--- config.mk ---
export PLATFORM = sky130hd
export DESIGN_NAME = chu_sample_fifo_core
export DESIGN_NICKNAME = d
export VERILOG_FILES = /design/src/rtl/chu_sample_fifo_core.sv
export SDC_FILE = /design/constraint.sdc
export NUM_CORES = 1
export LEC_CHECK = 0
export ABC_AREA = 0
export CAP_MARGIN = 20
export CELL_PAD_IN_SITES_DETAIL_PLACEMENT = 0
export CELL_PAD_IN_SITES_GLOBAL_PLACEMENT = 1
export CORE_AREA = 2 2 206 157
export DETAILED_ROUTE_END_ITERATION = 8
export DIE_AREA = 0 0 208 159
export GPL_TIMING_DRIVEN = 0
export PLACE_DENSITY = 0.76
export SYNTH_ARGS = -nofsm -noshare
export SYNTH_HDL_FRONTEND = slang
export SYNTH_SLANG_ARGS = --single-unit
--- constraint.sdc ---
create_clock -name clk -period 3.1 [get_ports clk]
set_input_delay 0.465 -clock clk [delete_from_list [all_inputs] [get_ports clk]]
set_output_delay 0.465 -clock clk [all_outputs]
set_load 0.005 [all_outputs]
--- src/rtl/chu_sample_fifo_core.sv ---
// Periodic sampler: a programmable tick counter captures din into a small FIFO
// that software drains and inspects through the mmio slot registers.
module chu_sample_fifo_core #(
  parameter int unsigned W         = 16,
  parameter int unsigned DEPTH_BIT = 4
) (
  input  logic        clk,
  input  logic        reset,
  input  logic        cs,
  input  logic        read,
  input  logic        write,
  input  logic [4:0]  addr,
  input  logic [31:0] wr_data,
  output logic [31:0] rd_data,
  input  logic [W-1:0] din
);

  localparam int unsigned DEPTH = 2 ** DEPTH_BIT;
  localparam int unsigned PW    = DEPTH_BIT;
  localparam int unsigned CW    = DEPTH_BIT + 1;

  logic [31:0]    period;
  logic           enable;
  logic [31:0]    tick_cnt;
  logic [PW-1:0]  wr_ptr;
  logic [PW-1:0]  rd_ptr;
  logic [CW-1:0]  count;
  logic           overflow;
  logic [W-1:0]   mem [DEPTH];

  logic        wr_en;
  logic        wr_period;
  logic        wr_ctrl;
  logic        clr;
  logic        pop_req;
  logic        tick;
  logic        empty;
  logic        full;
  logic        pop;
  logic        push;
  logic        ovf_set;
  logic [15:0] head;
  logic        unused;

  // Slot write decode; addresses 0 and 4..7 are read-only or unmapped.
  assign wr_en     = cs && write;
  assign wr_period = wr_en && (addr[2:0] == 3'd2);
  assign wr_ctrl   = wr_en && (addr[2:0] == 3'd3);
  assign clr       = wr_ctrl && wr_data[1];
  assign pop_req   = wr_en && (addr[2:0] == 3'd1);

  assign tick  = enable && (tick_cnt == period);
  assign empty = (count == '0);
  assign full  = (count == CW'(DEPTH));

  // A pop on a full FIFO frees the slot a same-cycle tick needs.
  assign pop     = pop_req && !empty;
  assign push    = tick && (!full || pop);
  assign ovf_set = tick && full && !pop;

  assign unused = ^{read, addr[4:3]};

  always_ff @(posedge clk) begin
    if (reset) begin
      period   <= '0;
      enable   <= 1'b0;
      tick_cnt <= '0;
      wr_ptr   <= '0;
      rd_ptr   <= '0;
      count    <= '0;
      overflow <= 1'b0;
    end else begin
      if (wr_period) period <= wr_data;
      if (wr_ctrl)   enable <= wr_data[0];

      if (clr || !enable || tick) tick_cnt <= '0;
      else                        tick_cnt <= tick_cnt + 32'd1;

      // Clear wins over any same-cycle push or pop.
      if (clr) begin
        wr_ptr   <= '0;
        rd_ptr   <= '0;
        count    <= '0;
        overflow <= 1'b0;
      end else begin
        if (push) wr_ptr <= wr_ptr + PW'(1);
        if (pop)  rd_ptr <= rd_ptr + PW'(1);
        if (push && !pop)      count <= count + CW'(1);
        else if (pop && !push) count <= count - CW'(1);
        if (ovf_set) overflow <= 1'b1;
      end
    end
  end

  // Sample storage carries no reset; stale contents are never visible.
  always_ff @(posedge clk) begin
    if (!reset && push && !clr) mem[wr_ptr] <= din;
  end

  assign head = empty ? 16'h0000 : 16'(mem[rd_ptr]);

  always_comb begin
    rd_data = '0;
    case (addr[2:0])
      3'd0:    rd_data = {15'b0, empty, head};
      3'd2:    rd_data = period;
      3'd3:    rd_data = {31'b0, enable};
      3'd4:    rd_data = {13'b0, overflow, full, empty, 16'(count)};
      default: rd_data = '0;
    endcase
  end

endmodule

## Word-level counts from Yosys, hierarchy flattened

Memory sizes are Yosys's and may differ from the RTL's. A register that Yosys moved wholly into a read port is not among the register bits.
Index checks and enable logic that the tools add are counted.

- Equality and inequality tests: 6
- Reductions and logical operators: 29
- Add/subtract/negate cells: 5
- Multiplexer cells: 8

Operators with widths:

| kind | number |
|---|---|
| $pmux W32 S4 | 1 |
| $add A32 B1 Y32 const B | 1 |
| $eq A32 B32 Y1 | 1 |
| $mux W16 | 1 |
| $logic_and A1 B1 Y1 | 14 |
| $mux W5 | 2 |
| $add A4 B1 Y4 const B | 2 |
| $mux W4 | 2 |
| $logic_not A1 Y1 | 7 |
| $eq A3 B2 Y1 const B | 2 |
| $add A5 B1 Y5 const B | 1 |
| $eq A5 B5 Y1 const B | 1 |
| $logic_not A5 Y1 | 1 |
| $sub A5 B1 Y5 const B | 1 |
| $reduce_or A2 Y1 | 2 |
| $eq A3 B1 Y1 const B | 1 |
| $eq A3 B3 Y1 const B | 1 |
| $logic_not A3 Y1 | 1 |
| $logic_or A1 B1 Y1 | 3 |
| $mux W1 | 2 |
| $reduce_bool A2 Y1 | 1 |

- Logic and storage cells: 56
- Memories: 1
- Input bits: 58
- Output and inout port bits: 32
- RAM bits: 256
- Register bits after elaboration: 79

Memories:

| memory | depth | width | read ports | clocked after Yosys merged registers in | write ports | line | source |
|---|---|---|---|---|---|---|---|
| mem | 16 | 16 | 1 | 1 | 1 | 29 | `logic [W-1:0] mem [DEPTH];` |

## Logic depth before layout (Yosys ltp)

- Depth after elaboration: 9
- Gate-level depth with buffers: 14
- Depth with buffers taken out: 14

## Worst setup path after synthesis

OpenSTA, ideal clock, no wires.

- Path kind: flip-flop to flip-flop
- Start: register tick_cnt[20]
- End: register count[4]
- Clock period less this slack: 2.887 ns
- Buffers on the path: 0
- Library setup time: 0.070 ns
- Data arrival time: 2.817 ns
- Data required time: 3.030 ns
- Cell stages (with the launch flop): 13
- Path slack: 0.213 ns
- Cells stage by stage: dfxtp_1 xnor2_1 o221ai_1 or4_4 nor4_1 ha_1 inv_1 fa_1 a21o_1 a21oi_1 xnor2_1 or3_1 a21oi_1

- Cells in the longest elaborated chain, start to end: 6
- Elaborated cells on any way between the ends: 8
- Classes of those cells: eq/ne (1); mux (1); reduce/logical (6)

Ends and longest elaborated chain:

| what | line | source |
|---|---|---|
| start: declaration | 24 | `logic [31:0] tick_cnt;` |
| start signal: assignment | 77 | `else tick_cnt <= tick_cnt + 32'd1;` |
| $eq A32 B32 Y1 * | 52 | `assign tick = enable && (tick_cnt == period);` |
| $logic_and A1 B1 Y1 * | 52 |  |
| $logic_and A1 B1 Y1 * | 58 | `assign push = tick && (!full \|\| pop);` |
| $logic_not A1 Y1 | 89 | `else if (pop && !push) count <= count - CW'(1);` |
| $logic_and A1 B1 Y1 | 89 |  |
| $reduce_bool A2 Y1 (no source line) | - |  |
| end signal: assignment | 88 | `if (push && !pop) count <= count + CW'(1);` |
| end signal: assignment | 89 |  |
| end: declaration | 27 | `logic [CW-1:0] count;` |

Every way passes the cells marked *; elsewhere a longest branch is shown, timed or not.
A chain may end at the register's enable or synchronous reset.

==> results <==
cells in the mapped netlist, types with 3 or more instances:
cell	instances	area, µm²
mux4_2	80	1800
nand2_1	85	319
or4_1	3	22.5
buf_1	5	18.8
or3_1	3	18.8
and2_1	16	100
and3_1	24	150
nand3_1	15	75.1
xor2_1	39	342
nand4_1	12	75.1
nor4_1	7	43.8
a21oi_1	40	200
ha_1	10	125
inv_1	33	124
a21o_1	3	22.5
dfxtp_1	83	1660
xnor2_1	22	193
mux2i_1	5	50.1
edfxtp_1	256	7690
o21ai_0	19	95.1
buf_2	11	55.1
nor3_1	6	30.0
nor2_1	54	203
clkbuf_1	31	116
nor2b_1	9	56.3
a22oi_1	4	30.0
how the worst max path moves through the flow:
stage / slack, ns / startpoint / to / cells after the start
final: -0.02 / flip-flop / rd_data[5] / 8
after global routing: -0.09 / flip-flop / rd_data[4] / 8
after CTS: -0.09 / flip-flop / rd_data[8] / 7
after detailed placement: -0.79 / addr[2] / mem[12][15] / 7
after global placement: -0.72 / addr[2] / mem[7][13] / 7
after floorplan: 0.21 / tick_cnt[20] / count[4] / 12
layer usage:
layer	up-vias	GRT usage, %	wire [µm]
li1	3725	-	-
met1	4258	34.0	16500
met2	362	32.4	15800
met3	49	4.69	3140
met4	0	5.51	682
met5	-	0	0
worst register-to-register path: cells and delay by family (launching register included):
kind / cells / cell delay (ns)
XOR/XNOR: 1 / 0.17
AND/OR/NAND/NOR: 5 / 1.78
buffers and inverters: 2 / 0.41
flip-flops: 1 / 0.36
cell type report:
type,instances,share of cell area [%]
tap,406,2.93
inverter,33,0.729
clock buffer,43,5.47
buffer,42,1.89
timing repair buffer,131,8.43
multi-input combinational,481,25.4
sequential,339,54.1
clock inverter,20,1.08
state kept, by name (all words and copies together) (netlist names), named ones only:
name	flops
count	5
rd_ptr	4
period	32
overflow	1
mem	256
tick_cnt	32
wr_ptr	4
enable	1
placed cells by master, fill, tap and decap left out, types with 4 or more instances in the layout:
cell type,count
a22oi_1,4
buf_6,7
buf_16,4
clkdlybuf4s50_1,67
o21ai_1,6
clkbuf_4,6
clkinv_1,8
nand2_1,85
mux2i_1,5
dfxtp_2,14
dfxtp_1,68
xor2_1,39
o21ai_0,4
inv_2,16
nor2_1,54
and3_1,8
xnor2_1,21
o21ai_2,9
mux4_2,80
nand3_1,15
nor3_1,4
clkbuf_16,37
a21oi_1,39
nand4_1,12
buf_2,21
and3_4,16
clkbuf_2,5
buf_4,14
inv_1,16
nor2b_1,8
clkbuf_1,22
buf_12,27
and2_1,16
edfxtp_1,256
inv_6,4
ha_1,9
through the flow:
stage	cells	setup slack, ns	TNS (ns)
floorplan	900	0.213	0
global placement	1391	-0.722	-168.54
detailed placement	1392	-0.794	-185.51
CTS	1491	-0.0931	-1.68
global route	1495	-0.0892	-0.944
finish	1495	-0.0163	-0.0408
power by group through the flow:
stage               sequential [W]  clock (W)  combinational (W)
global route               0.00489    0.00443           0.000248
detailed placement         0.00499          0           0.000211
floorplan                  0.00498          0          0.0000617
finish                     0.00489    0.00418           0.000229
CTS                        0.00489    0.00423           0.000224
global placement           0.00499          0           0.000206
timing repair:
action                                  4_1_cts  5_1_grt
gates cloned                                  5        0
pin swaps                                    12       12
gates resized for setup                     198       45
endpoints found under the setup margin      290      276
endpoints found under the hold margin         0        0
setup buffers                                34        8
cells by family after synthesis:
kind of cell	count (synthesis)	share of synthesized area [%]
AO/OA/AOI/OAI	79	3.27
XOR/XNOR	61	3.86
adder cells (fa/ha/maj)	11	1.05
buffers and inverters	80	2.27
flip-flops	339	67.6
multiplexers	85	13.4
AND/OR/NAND/NOR	245	8.56
==> flow_summary.yaml <==
outcome:
  status: "finished, violations left"
  violations: "negative setup slack"
floorplanning:
  die_y_um: 159
  die-area_mm2: 0.0331
  rows: 56
  pin_count: 90
  die_x_um: 208
  coreArea_mm2: 0.0310
  start_util_pct: 44.7
critical_path:
  worst-path-buf-inv: 5
  rr_worst_depth: 8
  r2r-end: "mem[9][6]"
  worstPathArrival_ns: 2.65
  cp_slowest_stage_delay_ns: 0.52
  cp-end-kind: "output pin"
  required_ns: 2.63
  crit_chain: "buf_12 > buf_16 > buf_6 > mux4_2 > mux4_2 > inv_2 > o21ai_1 > buf_2"
  cp_max_fo: 9
  criticalPathCategory: "reg2out"
  r2r-start: "period[16]"
  cp-start-kind: "flip-flop"
  r2r_setup_slack_ns: 0.03
  path_common_cell: "mux4_2"
  cpMaxStageDelayCell: "mux4_2"
  critPathTopFamily: "multiplexers"
clocking:
  clockBufferDepth: 3
  holdBufCountCts: 0
  cts_tree: "yes"
  cts_buffers: 36
  h-tree-depth: 2
  cts_root_buffer: "clkbuf_16"
  cts_sinks: 339
  clk_latency_ns: 0.53
  clk_pin_slew_ns: 0.06
global_route:
  grt_usage_pct: 22.2
  grt_pass1_wl_mm: 54.3
  antenna_found_initial: 0
  grt_max_degree: 17
  grt_pass1_vias: 8422
  overflow: 0
synthesis:
  synth_edf_count: 256
  ys_seq_elements: 339
  ys.flop_type: "edfxtp_1"
  avgSynthCellArea_um2: 15.4
  async_flop_share_pct: 0
  syn_inst: 900
  syn-num-nets: 969
  yosysWarnings: 0
  synth_cell_types: 46
  seq_area_frac_synth_pct: 67.6
  synth_area_mm2: 0.0138
detailed_routing:
  drc: 0
  viasPerCell: 5.61
  vias: 8394
  drt-total-wl_mm: 36.2
  drtIter0Drc: 889
  antenna_left: 0
  first_pass_iters: 5
  routedWlPerCell_um: 24.2
power_and_ir_drop:
  intPower_w: 0.00743
  p_comb_share_pct: 2.5
  switching_share_pct: 20.2
  power.switching_w: 0.00188
  power_w: 0.00930
  p_leak_nw: 5.78
  seq_power_share_pct: 52.6
  clock_power_share_pct: 45.0
  peakVddDrop_mv: 0.331
  power_density_mw_per_mm2: 537
placed_design:
  io_buffers: 85
  place_congestion: 0.855
  dpl_cell_area_mm2: 0.0152
  place_hpwl_mm: 22.8
final_layout:
  regArea_mm2: 0.00937
  fin_nets: 1133
  num_antenna_cells: 0
  stdcell_area_mm2: 0.0173
  syn_to_final_growth_pct: 25.3
  drive_gt1_share_pct: 26.9
  n_fill_cell: 2447
  multi_input_area_mm2: 0.00440
  fin_util_pct: 56.0
sta:
  skew_ns: 0.0210
  worstMarginPinSlew_ns: 0.732
  finalWorstSetupSlack_ns: -0.0163
  setup_viol: 4
  rsz0062_at_grt: "yes"
  timing.final.max_slew_violations: 0
  fin_crit_sh_pct: 101
  fin_crit_ns: 3.12
  fmax_ghz: 0.321
  whs_ns: 0.373
  hold_viol_final: 0
  max_slew_margin_pct: 50.7
worst_hold_path:
  worstHoldStart: "reset"
  hold_end: "period[4]"
  min_delay_path_depth: 2
  hold_class: "in2reg"
run:
  cap_violations: 0
No activity file was read; power rests on OpenSTA's default activity.
